File: src/rtl/alu_arb_pkg.sv
// alu_arb_pkg: shared types for the two-port ALU arbiter.
// Holds ALU select encodings, tag layout and parameter defaults.
package alu_arb_pkg;

  localparam int W_DEF     = 32;
  localparam int LAT_DEF   = 2;
  localparam int DEPTH_DEF = 4;

  typedef enum logic [3:0] {
    ALU_ADD = 4'b0000,
    ALU_AND = 4'b0001,
    ALU_OR  = 4'b0010,
    ALU_XOR = 4'b0011,
    ALU_SRL = 4'b0100,
    ALU_SLL = 4'b0110,
    ALU_SLT = 4'b0111,
    ALU_NEG = 4'b1000,
    ALU_SUB = 4'b1100
  } alu_sel_e;

  // One in-flight ALU op: valid bit plus owning requester.
  typedef struct packed {
    logic vld;
    logic id;
  } tag_t;

endpackage

File: src/rtl/alu_arbiter_rsp_fifo.sv
// rsp_fifo: per-requester response buffer, DEPTH entries.
// Ports: push_i/din_i in, pop_i/valid_o/dout_o out (head).
module rsp_fifo #(
  parameter int W     = 32,
  parameter int DEPTH = 4
) (
  input  logic         clk,
  input  logic         rst_i,
  input  logic         push_i,
  input  logic [W-1:0] din_i,
  input  logic         pop_i,
  output logic         valid_o,
  output logic [W-1:0] dout_o
);

  localparam int AW = (DEPTH > 1) ? $clog2(DEPTH) : 1;
  localparam int CW = $clog2(DEPTH + 1);

  logic [W-1:0]  mem_q [DEPTH];
  logic [AW-1:0] wr_q;
  logic [AW-1:0] rd_q;
  logic [CW-1:0] cnt_q;

  // Wrap explicitly so non-power-of-two depths work.
  function automatic logic [AW-1:0] inc(
    input logic [AW-1:0] p
  );
    return (p == AW'(DEPTH - 1)) ? '0 : p + 1'b1;
  endfunction

  always_ff @(posedge clk) begin
    if (rst_i) begin
      wr_q  <= '0;
      rd_q  <= '0;
      cnt_q <= '0;
    end else begin
      if (push_i) wr_q <= inc(wr_q);
      if (pop_i)  rd_q <= inc(rd_q);
      cnt_q <= cnt_q + CW'(push_i)
                     - CW'(pop_i);
    end
  end

  always_ff @(posedge clk) begin
    if (push_i) mem_q[wr_q] <= din_i;
  end

  assign valid_o = (cnt_q != '0);
  assign dout_o  = mem_q[rd_q];

endmodule

File: src/rtl/alu_arbiter.sv
// alu_arbiter: round-robin, credit-gated sharing of one ALU
// by two requesters; req/alu/rsp handshakes, busy flag.
module alu_arbiter
  import alu_arb_pkg::*;
#(
  parameter int W     = W_DEF,
  parameter int LAT   = LAT_DEF,
  parameter int DEPTH = DEPTH_DEF
) (
  input  logic         clk,
  input  logic         Areset,
  input  logic         req0_valid,
  output logic         req0_ready,
  input  logic [W-1:0] req0_a,
  input  logic [W-1:0] req0_b,
  input  logic [3:0]   req0_sel,
  input  logic         req1_valid,
  output logic         req1_ready,
  input  logic [W-1:0] req1_a,
  input  logic [W-1:0] req1_b,
  input  logic [3:0]   req1_sel,
  output logic [W-1:0] alu_a,
  output logic [W-1:0] alu_b,
  output logic [3:0]   alu_sel,
  input  logic [W-1:0] alu_result,
  output logic         rsp0_valid,
  input  logic         rsp0_ready,
  output logic [W-1:0] rsp0_data,
  output logic         rsp1_valid,
  input  logic         rsp1_ready,
  output logic [W-1:0] rsp1_data,
  output logic         busy
);

  localparam int CW = $clog2(DEPTH + 1);

  logic [CW-1:0] cred0_q, cred0_d;
  logic [CW-1:0] cred1_q, cred1_d;
  logic [CW-1:0] post0, post1;
  logic          prio_q, prio_d;
  tag_t          tag_q [LAT];
  tag_t          tag_d;
  logic          pop0, pop1;
  logic          elig0, elig1;
  logic          gnt0, gnt1;
  logic          push0, push1;

  always_comb begin
    pop0  = rsp0_valid & rsp0_ready;
    pop1  = rsp1_valid & rsp1_ready;
    // Eligibility sees this cycle's pop, so a full
    // requester popping now may still be granted.
    post0 = cred0_q - CW'(pop0);
    post1 = cred1_q - CW'(pop1);
    elig0 = !Areset && req0_valid
            && (post0 < CW'(DEPTH));
    elig1 = !Areset && req1_valid
            && (post1 < CW'(DEPTH));
    // prio_q names the requester favoured on a tie.
    gnt0  = elig0 && (!elig1 || !prio_q);
    gnt1  = elig1 && (!elig0 || prio_q);
    cred0_d = post0 + CW'(gnt0);
    cred1_d = post1 + CW'(gnt1);
    prio_d  = prio_q;
    tag_d   = '{vld: gnt0 | gnt1, id: gnt1};
    alu_a   = '0;
    alu_b   = '0;
    alu_sel = 4'b0000;
    unique case (1'b1)
      gnt0: begin
        prio_d  = 1'b1;
        alu_a   = req0_a;
        alu_b   = req0_b;
        alu_sel = req0_sel;
      end
      gnt1: begin
        prio_d  = 1'b0;
        alu_a   = req1_a;
        alu_b   = req1_b;
        alu_sel = req1_sel;
      end
      default: ;
    endcase
  end

  always_ff @(posedge clk) begin
    if (Areset) begin
      cred0_q <= '0;
      cred1_q <= '0;
      prio_q  <= 1'b0;
      for (int i = 0; i < LAT; i++)
        tag_q[i] <= '0;
    end else begin
      cred0_q  <= cred0_d;
      cred1_q  <= cred1_d;
      prio_q   <= prio_d;
      tag_q[0] <= tag_d;
      for (int i = 1; i < LAT; i++)
        tag_q[i] <= tag_q[i-1];
    end
  end

  assign push0 = tag_q[LAT-1].vld
               & ~tag_q[LAT-1].id;
  assign push1 = tag_q[LAT-1].vld
               &  tag_q[LAT-1].id;

  assign req0_ready = gnt0;
  assign req1_ready = gnt1;
  assign busy = (cred0_q != '0)
              | (cred1_q != '0);

  rsp_fifo #(.W(W), .DEPTH(DEPTH)) u_fifo0 (
    .clk     (clk),
    .rst_i   (Areset),
    .push_i  (push0),
    .din_i   (alu_result),
    .pop_i   (pop0),
    .valid_o (rsp0_valid),
    .dout_o  (rsp0_data)
  );

  rsp_fifo #(.W(W), .DEPTH(DEPTH)) u_fifo1 (
    .clk     (clk),
    .rst_i   (Areset),
    .push_i  (push1),
    .din_i   (alu_result),
    .pop_i   (pop1),
    .valid_o (rsp1_valid),
    .dout_o  (rsp1_data)
  );

endmodule
File: config.mk
export PLATFORM = sky130hd
export DESIGN_NAME = alu_arbiter
export DESIGN_NICKNAME = d
export VERILOG_FILES = /design/src/rtl/alu_arb_pkg.sv /design/src/rtl/alu_arbiter_rsp_fifo.sv /design/src/rtl/alu_arbiter.sv
export SDC_FILE = /design/constraint.sdc
export NUM_CORES = 1
export LEC_CHECK = 0
export CORE_MARGIN = 2
export CORE_UTILIZATION = 25
export DETAILED_ROUTE_END_ITERATION = 12
export PLACE_DENSITY_LB_ADDON = 0.05
export SYNTH_ARGS = -nofsm -noshare
export SYNTH_HDL_FRONTEND = slang
export SYNTH_SLANG_ARGS = --single-unit
File: constraint.sdc
create_clock -name clk -period 4.03 [get_ports clk]
set_input_delay 0.806 -clock clk [delete_from_list [all_inputs] [get_ports clk]]
set_output_delay 0.806 -clock clk [all_outputs]
set_load 0.01 [all_outputs]
==> flow_summary.yaml <==
outcome:
  status: "complete, no violations"
timing:
  layout_setup_ws_ps: 138.7
  fin_crit_sh_pct: 96.56
  holdWs_ps: 437.4
  worst_pin_slew_ps: 1106
  slew_violations: 0
  rsz0062_at_grt: "false"
  maxSlewHeadroom_pct: 26.30
  setup_viol: 0
  tns_ps: 0
  hold_viol_final: 0
  fin_skew_ps: 25.20
  min_period_ps: 3891
  clock.fmax_mhz: 257.0
drt:
  wl_per_cell_um: 22.35
  drt_iter0_drc: 341
  vias_per_cell: 4.363
  wirelength_um: 34560
  vias: 6745
  dr.pass1.iters: 4
  drc: 0
  drtAntennaViolNets: 0
synthesis:
  synth.ff_latch_count: 285
  synth_cell_types: 34
  synth_area_per_cell_um2: 20.02
  ys_seq_area_share_pct: 72.58
  synth_ff_type: "edfxtp_1"
  synth-edff-count: 256
  synth_area_mm2: 0.01139
  syn_inst: 569
  synthArstFlopShare_pct: 0
  yosys_warnings: 0
  syn_nets: 766
setup_path:
  crit_fanout: 56
  worstSetupStartpointType: "input pin"
  cp-startpoint: "rsp1_ready"
  crit_slowest_cell: "clkdlybuf4s50_1"
  path_cells: "clkdlybuf4s50_1, o31ai_1, inv_1, ha_1, ha_2, xor2_4, o311a_4, buf_12, a22o_1, dlygate4sd2_1"
  critical_path_class: "in -> out"
  reg2reg_from: "u_fifo1.cnt_q[2]"
  critPathMaxStageDelay_ps: 400
  cp.arrival_ps: 3090
  crit_path_end_kind: "primary output"
  cp.required_ps: 3220
global_route:
  track_usage_pct: 14.64
  grt_antenna_before_repair: 8
  first_global_vias: 7622
  grt_start_max_net_pins: 57
  grt_first_pass_wirelength_um: 50160
  overflow: 0
place:
  port_buffers: 310
  pre_cts_ws_ps: -275.5
  place_congestion: 0.9790
  hpwl_um: 23650
worst_hold_path:
  worstHoldStart: "tag_q[0][0]"
  hold_class: "reg -> reg"
power:
  peakVddDrop_mv: 0.3065
  p_leak_nw: 5.705
  p_total_mw: 9.255
  powerDensity_mw_per_mm2: 564.2
cts:
  cts_tree: "yes"
  path_clk_slew_ps: 60
  h-tree-depth: 1
  cts_max_path_buffers: 3
  cts_hold_buf: 0
  clock_sinks: 285
  cts_root_buffer: "clkbuf_16"
  clock_latency_ps: 580
  cts_buffers: 30
floorplanning:
  core_area_mm2: 0.04519
  die_h_um: 217.5
  die_x_um: 217.5
  dieArea_mm2: 0.04729
  start_util_pct: 25.21
  io_pins: 311
  row_count: 78
job:
  maxCapViolCount: 0
layout:
  syn_to_final_growth_pct: 44.00
  fillers: 4283
  final_util_pct: 36.30
  nets: 1112
  final_layout_size_suffix_gt1_share_pct: 21.51
stage by stage:
| stage | instances | instance area, µm² |
|---|---|---|
| detailed placement | 1478 | 15350 |
| CTS | 1539 | 16500 |
| global placement | 1478 | 15350 |
| finish | 1546 | 16400 |
| floorplan | 569 | 11390 |
| global route | 1545 | 16400 |
registers in the layout, summed over array words and instances, names as in the netlist, 2 cells and up, named ones only:
register / flops
u_fifo0.wr_q: 2
tag_q: 4
u_fifo1.mem_q: 128
cred1_q: 3
u_fifo0.cnt_q: 3
u_fifo1.rd_q: 2
u_fifo1.cnt_q: 3
u_fifo1.wr_q: 2
u_fifo0.rd_q: 2
u_fifo0.mem_q: 128
cred0_q: 3
cells in the final DEF, fill, tap and decap left out, types with 4 or more instances in the layout:
master,Yosys,final
clkdlybuf4s50_1,0,241
mux4_2,64,64
and2_2,0,4
edfxtp_1,256,256
clkbuf_1,9,4
and3_2,0,4
mux2i_1,5,5
nand2_1,7,7
dfxtp_1,29,25
dfxtp_2,0,4
clkinv_1,0,5
clkbuf_16,0,30
bufinv_16,0,8
nor2_1,13,13
a21oi_1,4,4
clkdlybuf4s15_1,0,8
buf_4,0,28
buf_12,0,5
clkbuf_2,0,34
nor2b_1,11,11
a22o_1,68,68
inv_1,23,23
dlygate4sd2_1,0,27
clkinv_2,0,5
diode_2,0,7
or3_1,4,4
xnor2_1,6,6
ha_1,21,19
metal layers:
layer | up-vias | track usage (%) | share of wire [%]
met5 | - | 0 | 0.038
met4 | 2 | 6.781 | 3.9
met3 | 56 | 4.379 | 8.0
met2 | 259 | 27.62 | 54
met1 | 3401 | 14.62 | 34
li1 | 3027 | - | -
synthesized netlist by cell type, types with 7 or more instances:
cell / number / area (µm²)
dfxtp_1: 29 / 580.6
inv_1: 23 / 86.33
a22o_1: 68 / 595.6
clkbuf_1: 9 / 33.78
buf_2: 12 / 60.06
mux4_2: 64 / 1441
nor2_1: 13 / 48.80
buf_6: 9 / 101.4
edfxtp_1: 256 / 7687
nand2_1: 7 / 26.28
nor2b_1: 11 / 68.82
ha_1: 21 / 262.8
where the power goes:
part | leakage [nW] | switching [mW] | internal (mW)
sequential | 2.55 | 0.107 | 3.39
combinational | 2.62 | 1.22 | 1.52
clock | 0.535 | 1.14 | 1.88
path summary, 6_finish.rpt:
path	slack [ps]	cells past startpoint	endpoint
setup / recovery	140	10	alu_sel[0]
hold / removal	440	1	tag_q[0][2]
setup reg to reg	1240	13	cred1_q[1]
hold reg to reg	440	1	tag_q[0][2]
cell families (layout without fill, tap and decap cells):
group / Yosys count / after routing / share of synthesized area [%]
fa+ha+maj: 23 / 23 / 2.658
other cells: 0 / 7 / 0
compound gates: 79 / 79 / 5.953
buf+inv: 55 / 425 / 2.537
mux: 70 / 70 / 13.22
xor+xnor: 9 / 9 / 0.8238
simple gates: 48 / 48 / 2.230
flops: 285 / 285 / 72.58
critical path: cells and delay by family:
| kind | cells | cell delay, ps |
|---|---|---|
| fa+ha+maj | 2 | 400 |
| xor+xnor | 1 | 170 |
| buf+inv | 4 | 980 |
| compound gates | 3 | 690 |
timing repair:
| action | 4_1_cts | 5_1_grt |
|---|---|---|
| pin swaps | 2 | 0 |
| buffers inserted | 3 | 0 |
| resized for setup | 80 | 72 |
| cloned | 2 | 0 |
| endpoints found under the setup margin | 70 | 63 |
layout make-up:
class,count,area [µm²],area share [%]
Timing Repair Buffer,346,3286,20.03
Inverter,23,86.33,0.5263
Clock inverter,22,336.6,2.052
Antenna cell,7,17.52,0.1068
Tap cell,600,750.7,4.576
Clock buffer,34,765.7,4.668
Sequential cell,285,8273,50.43
Multi-Input combinational cell,229,2889,17.61
Note: power is estimated with default switching activity, not from simulation.
